<file path="src/rtl/min_max_job_scheduler.sv">
// Two-requester round-robin front end for a shared 16 x 8-bit min/max engine.
// Optional MINMAX_SCHED_STATS_EN adds saturating job/error counters.
module min_max_job_scheduler #(
   parameter int unsigned TIMEOUT_CYC = 64,
   parameter int unsigned TO_W        = 7
) (
   input  logic         clk_i,
   input  logic         rst_i,
   input  logic [1:0]   req_i,
   input  logic [127:0] arr0_i,
   input  logic [127:0] arr1_i,
   output logic [1:0]   gnt_o,
   output logic         mem_we_o,
   output logic [3:0]   mem_addr_o,
   output logic [7:0]   mem_wdata_o,
   output logic         eng_start_o,
   input  logic         eng_done_i,
   input  logic [7:0]   eng_max_i,
   input  logic [7:0]   eng_min_i,
   output logic         rsp_valid_o,
   output logic         rsp_id_o,
   output logic [7:0]   rsp_max_o,
   output logic [7:0]   rsp_min_o,
   output logic         rsp_err_o,
   input  logic         rsp_ack_i,
   output logic         qi_o,
   output logic         qc_o,
   output logic         qs_o,
   output logic         qw_o,
   output logic         qr_o
`ifdef MINMAX_SCHED_STATS_EN
   ,
   output logic [15:0]  job_cnt_o,
   output logic [7:0]   err_cnt_o
`endif
);

   typedef enum logic [2:0] {StIdle, StCopy, StStart, StWait, StResp} state_e;

   state_e          state_q, state_d;
   logic [127:0]    shadow_q, shadow_d;
   logic [3:0]      idx_q, idx_d;
   logic            id_q, id_d;
   logic            last_q, last_d;
   logic            armed_q, armed_d;
   logic [TO_W-1:0] to_q, to_d;
   logic [7:0]      max_q, max_d, min_q, min_d;
   logic            err_q, err_d;
   logic [1:0]      gnt_q, gnt_d;
   logic            win;
   logic            timeout;
   logic            done_ok;

   // Both requesting: the one not served last wins.
   assign win     = (req_i == 2'b11) ? ~last_q : req_i[1];
   assign timeout = (to_q == TO_W'(TIMEOUT_CYC - 1));
   assign done_ok = eng_done_i & armed_q;

   always_ff @(posedge clk_i or posedge rst_i) begin
      if (rst_i) state_q <= StIdle;
      else       state_q <= state_d;
   end

   always_comb begin
      state_d = state_q;
      unique case (state_q)
         StIdle:  if (req_i != 2'b00) state_d = StCopy;
         StCopy:  if (idx_q == 4'd15) state_d = StStart;
         StStart: state_d = StWait;
         StWait:  if (done_ok || timeout) state_d = StResp;
         StResp:  if (rsp_ack_i) state_d = StIdle;
         default: state_d = StIdle;
      endcase
   end

   always_comb begin
      shadow_d = shadow_q;
      idx_d    = idx_q;
      id_d     = id_q;
      last_d   = last_q;
      armed_d  = armed_q;
      to_d     = to_q;
      max_d    = max_q;
      min_d    = min_q;
      err_d    = err_q;
      gnt_d    = 2'b00;
      unique case (state_q)
         StIdle: begin
            if (req_i != 2'b00) begin
               gnt_d    = win ? 2'b10 : 2'b01;
               shadow_d = win ? arr1_i : arr0_i;
               id_d     = win;
               idx_d    = 4'd0;
            end
         end
         StCopy:  idx_d = idx_q + 4'd1;
         StStart: begin
            to_d    = '0;
            armed_d = 1'b0;
         end
         StWait: begin
            if (!eng_done_i) armed_d = 1'b1;
            to_d = to_q + 1'b1;
            if (done_ok) begin
               max_d = eng_max_i;
               min_d = eng_min_i;
               err_d = 1'b0;
            end else if (timeout) begin
               max_d = 8'h00;
               min_d = 8'h00;
               err_d = 1'b1;
            end
         end
         StResp:  if (rsp_ack_i) last_d = id_q;
         default: ;
      endcase
   end

   always_ff @(posedge clk_i or posedge rst_i) begin
      if (rst_i) begin
         shadow_q <= '0;
         idx_q    <= '0;
         id_q     <= 1'b0;
         last_q   <= 1'b1;  // requester 0 gets first priority after reset
         armed_q  <= 1'b0;
         to_q     <= '0;
         max_q    <= '0;
         min_q    <= '0;
         err_q    <= 1'b0;
         gnt_q    <= '0;
      end else begin
         shadow_q <= shadow_d;
         idx_q    <= idx_d;
         id_q     <= id_d;
         last_q   <= last_d;
         armed_q  <= armed_d;
         to_q     <= to_d;
         max_q    <= max_d;
         min_q    <= min_d;
         err_q    <= err_d;
         gnt_q    <= gnt_d;
      end
   end

   always_comb begin
      qi_o        = (state_q == StIdle);
      qc_o        = (state_q == StCopy);
      qs_o        = (state_q == StStart);
      qw_o        = (state_q == StWait);
      qr_o        = (state_q == StResp);
      gnt_o       = gnt_q;
      mem_we_o    = qc_o;
      mem_addr_o  = qc_o ? idx_q : 4'd0;
      mem_wdata_o = qc_o ? shadow_q[{idx_q, 3'b000} +: 8] : 8'h00;
      eng_start_o = qs_o;
      rsp_valid_o = qr_o;
      rsp_id_o    = id_q;
      rsp_max_o   = max_q;
      rsp_min_o   = min_q;
      rsp_err_o   = err_q;
   end

`ifdef MINMAX_SCHED_STATS_EN
   logic [15:0] job_cnt_q, job_cnt_d;
   logic [7:0]  err_cnt_q, err_cnt_d;

   always_comb begin
      job_cnt_d = job_cnt_q;
      err_cnt_d = err_cnt_q;
      if (qr_o && rsp_ack_i) begin
         if (job_cnt_q != 16'hFFFF) job_cnt_d = job_cnt_q + 16'd1;
         if (err_q && (err_cnt_q != 8'hFF)) err_cnt_d = err_cnt_q + 8'd1;
      end
   end

   always_ff @(posedge clk_i or posedge rst_i) begin
      if (rst_i) begin
         job_cnt_q <= '0;
         err_cnt_q <= '0;
      end else begin
         job_cnt_q <= job_cnt_d;
         err_cnt_q <= err_cnt_d;
      end
   end

   assign job_cnt_o = job_cnt_q;
   assign err_cnt_o = err_cnt_q;
`endif

endmodule

</file>
<file path="config.mk">
export PLATFORM = sky130hd
export DESIGN_NAME = min_max_job_scheduler
export DESIGN_NICKNAME = d
export VERILOG_FILES = /design/src/rtl/min_max_job_scheduler.sv
export SDC_FILE = /design/constraint.sdc
export NUM_CORES = 1
export LEC_CHECK = 0
export CAP_MARGIN = 20
export CELL_PAD_IN_SITES_DETAIL_PLACEMENT = 1
export CELL_PAD_IN_SITES_GLOBAL_PLACEMENT = 2
export CORE_ASPECT_RATIO = 1.25
export CORE_MARGIN = 5
export CORE_UTILIZATION = 24
export CTS_CLUSTER_DIAMETER = 30
export DETAILED_ROUTE_END_ITERATION = 7
export PLACE_DENSITY = 0.86
export SKIP_CTS_REPAIR_TIMING = 1
export SYNTH_ARGS = -nofsm -noshare
export SYNTH_HDL_FRONTEND = slang
export SYNTH_SLANG_ARGS = --single-unit
export TNS_END_PERCENT = 100
</file>
<file path="constraint.sdc">
create_clock -name clk_i -period 6.2 [get_ports clk_i]
set_input_delay 1.55 -clock clk_i [delete_from_list [all_inputs] [get_ports clk_i]]
set_output_delay 1.55 -clock clk_i [all_outputs]
set_load 0.01 [all_outputs]
</file>
==> results.txt <==
In this run the deepest clock path goes through 2 buffers. The tools report the clock tree root driver cell as clkbuf_16. Yosys instantiated no cell more often than dfrtp_1. The count of vias placed by the detailed router was 7059. Buffers placed on the I/O ports in this run total 317. The detailed router used layers up to and including met4.

Before antenna repair, the detailed router went through 8 iterations. Setup repair after global routing left no endpoint under its margin. The logs give 0 for the number of hold violations in the final report and 0 for the final global-route overflow total. Along the worst path, the maximum fanout reaches 27. At the end of routability-driven placement, the weighted congestion stood at 0.779. The kind of critical path is reg -> out. The aggregate negative setup slack came out at 0 ns. Counting flops with an async set or reset pin after synthesis yields a share of 100%. Setup violations remaining at the end of the flow were counted as 0. The number of enable flip-flop cells after synthesis was 0; the minimum setup slack after placement was 1.95 ns. The kind of capture point of the worst setup path was an output port. Counting every net in the synthesized netlist gives 924.

After floorplanning, the core was divided into 74 placement rows. The total CTS buffers is 17. The vertical die dimension came out at 212 um.

The worst vdd rail ir drop was 0.000192 V; the effective utilization at floorplan was 24.1%. The tools report the I/O pin total as 318. The tools report the number of pins exceeding their max-slew limit in the final report as 0. Clock latency reported for the late side of the worst-skew pair: 0.43 ns.

The most used flip-flop cell after synthesis is dfrtp_1. At the end of the flow the core is filled with cells to 36.4%. The maximum number of pins on one net before global-route repair is 92.

Detailed placement finished with a half-perimeter wire length of 25100 um. The checks that failed: design-rule violations. The tools report the number of H-tree levels as 4.

The tools report the cell count after synthesis as 644. The detail route stage leaves a number of antenna-violating nets equal to 0. In this run the tightest slew margin relative to its limit is 33.4%.

dfrtp_1 takes more of the synthesized area than any other cell. For the length of routed met3 wiring, the log shows 2430 um. The register bit count reported by yosys was 164; the placeable core region was 32400 um^2. The achievable frequency is 216 MHz, and the power per standard cell area is 447 nW/um^2.

Final worst setup slack: 1.57 ns. For the count of nets after finishing, the log shows 1203. Measured along the x axis, the die boundary spans 171 um. In the final routed layout, each cell accounts on average for 24.3 um. Sum of routed wire length over all layers: 32900 um. The number of antenna violations at the first check in global routing is 1, and the register area is 4110 um^2. Fill cells in the final layout number 3529. The number of synthesis warnings was 0. From synthesis to final layout, the design area changed by 50.9%.

The first-pass GRT wire length is 47600 um, and the layout cell share with drive strength beyond 1 is 8.97%. Yosys attributes the largest share of cell area to dfrtp_1 (52%), a222oi_1 (16%), mux4_2 (9.2%). The share of the cycle needed by the critical path after routing was 74.7%; the fraction of post-synthesis cell area in the top cell type by area was 52.2%. The DRC violations left is 5, and the clock transition at the registers of the reported paths is 0.08 ns. For the finished layout, the period the worst path requires is 4.63 ns. Wire segments on met2 add up to 17400 um in the final route. The logs give 7658 for the number of global-route vias before repair and 2850 um^2 for the footprint of the multi-input gates. Number of vias per cell after detailed routing: 5.21. The run finished, with violations left. The standby leakage power was 5.55 nW. In this run the worst hold path is classified as reg -> reg. The kind of launch point of the worst setup path is a flop. The mapped netlist covers 7810 um^2. Max-cap violations in this run came to 0.

Sorting the synthesized cells by how often they occur yields dfrtp_1 (163), inv_1 (133), a222oi_1 (128). Across every metal layer, demand over resource in global routing totals 17.5%. For the worst setup path, the data required time is 4.65 ns. TritonCTS built the clock tree. After synthesis, flip-flops and latches occupy 52.5% of the total area. The run gives 164 as the TritonCTS sink count. For the number of DRC violations after detailed-routing iteration 0, the log shows 848. For this block, wires on met1 add up to 12300 um. The count of different cell masters after synthesis came out at 42. The worst clock skew was 0.0150 ns; the arrival time of the worst setup path was 3.08 ns. The die covers 36300 um^2. The transition time at the pin with the least slew margin came out at 0.999 ns. The average size of a mapped cell came out at 12.1 um^2.
-- layout by cell type (no fill, tap or decap), types with 2 or more instances in the layout --
master	netlist	layout
a21o_1	2	2
a21oi_1	5	5
a222oi_1	128	128
a22o_1	18	18
and2_1	3	3
and3_4	0	2
buf_4	11	7
clkbuf_16	0	17
clkdlybuf4s50_1	0	317
clkinv_2	0	2
clkinv_4	0	2
clkinvlp_4	0	5
dfrtp_1	163	161
dfrtp_2	0	2
ha_1	2	2
inv_1	133	132
inv_2	2	2
inv_6	0	5
mux2_2	2	2
mux2i_1	17	17
mux4_2	32	32
nand2_1	16	16
nand2b_1	4	4
nand3_1	5	5
nor2_1	9	9
nor3_1	2	2
o211a_1	2	2
o21a_1	2	2
o21ai_0	5	5
o22ai_1	7	7
o31ai_1	2	2
or3_1	2	2
-- path summary, 6_finish.rpt --
kind	startpoint	to	slack [ns]	cells past startpoint
min in group asynchronous	rst_i	shadow_q[64]	1.60	2
hold / removal	rsp_max_o[4]	rsp_max_o[4]	0.50	1
setup reg to reg	state_q[0]	shadow_q[123]	3.25	5
max in group asynchronous	rst_i	shadow_q[108]	3.44	3
setup / recovery	idx_q[0]	mem_wdata_o[5]	1.57	5
hold reg to reg	rsp_max_o[4]	rsp_max_o[4]	0.50	1
-- routing by layer --
| layer | vias to the layer above | GRT usage (%) |
|---|---|---|
| met4 | 0 | 4.97 |
| met1 | 3621 | 20.0 |
| met2 | 331 | 31.8 |
| met3 | 39 | 4.82 |
| li1 | 3068 | - |
| met5 | - | 0 |
-- metrics by stage --
step	hold slack [ns]	total power, mW	instances	cell area, um^2
6_report	0.503	5.27	1355	11800
5_1_grt	0.515	5.60	1355	11800
4_1_cts	0.507	5.35	1354	11800
3_5_place_dp	0.487	4.31	1322	11200
3_3_place_gp	0.481	4.24	1322	11200
2_1_floorplan	0.454	3.22	644	7810
-- kinds of logic (layout without fill, tap and decap cells) --
logic type | Yosys count | after routing | synth area share, %
xor gates and xnor gates | 1 | 1 | 0.112
DFF | 164 | 164 | 52.5
muxes | 51 | 51 | 11.7
AOI/OAI and AO/OA | 175 | 175 | 20.9
adders and majority gates | 2 | 2 | 0.320
other | 0 | 1 | 0
buffers and inverters | 200 | 492 | 11.2
and+or+nand+nor | 51 | 51 | 3.28
-- worst max-delay path, cell delays in order, from the launching register on --
cell             delay (ns)
dfrtp_2                0.94
buf_4                  0.34
mux4_2                 0.52
mux2i_1                0.15
o22ai_1                0.16
clkdlybuf4s50_1        0.53
-- area by class of cell --
| cell class | count | share of cell area (%) |
|---|---|---|
| antenna | 1 | 0.0212 |
| clock buffer | 19 | 3.76 |
| clock inverter | 13 | 0.849 |
| sequential | 164 | 34.8 |
| timing repair buffer | 325 | 27.5 |
| tap | 418 | 4.44 |
| multi-input combinational | 280 | 24.2 |
| inverter | 135 | 4.34 |
-- where the power goes --
part / switching (mW) / internal [mW]
clock: 0.482 / 0.528
sequential: 0.543 / 1.54
combinational: 0.969 / 1.21
-- state kept, by name (all words and copies together), names as in the netlist --
name       flops
state_q        3
to_q           7
rsp_max_o      8
rsp_min_o      8
rsp_id_o       1
rsp_err_o      1
last_q         1
shadow_q     128
armed_q        1
idx_q          4
gnt_o          2
Power figures use the tool's default switching activity.
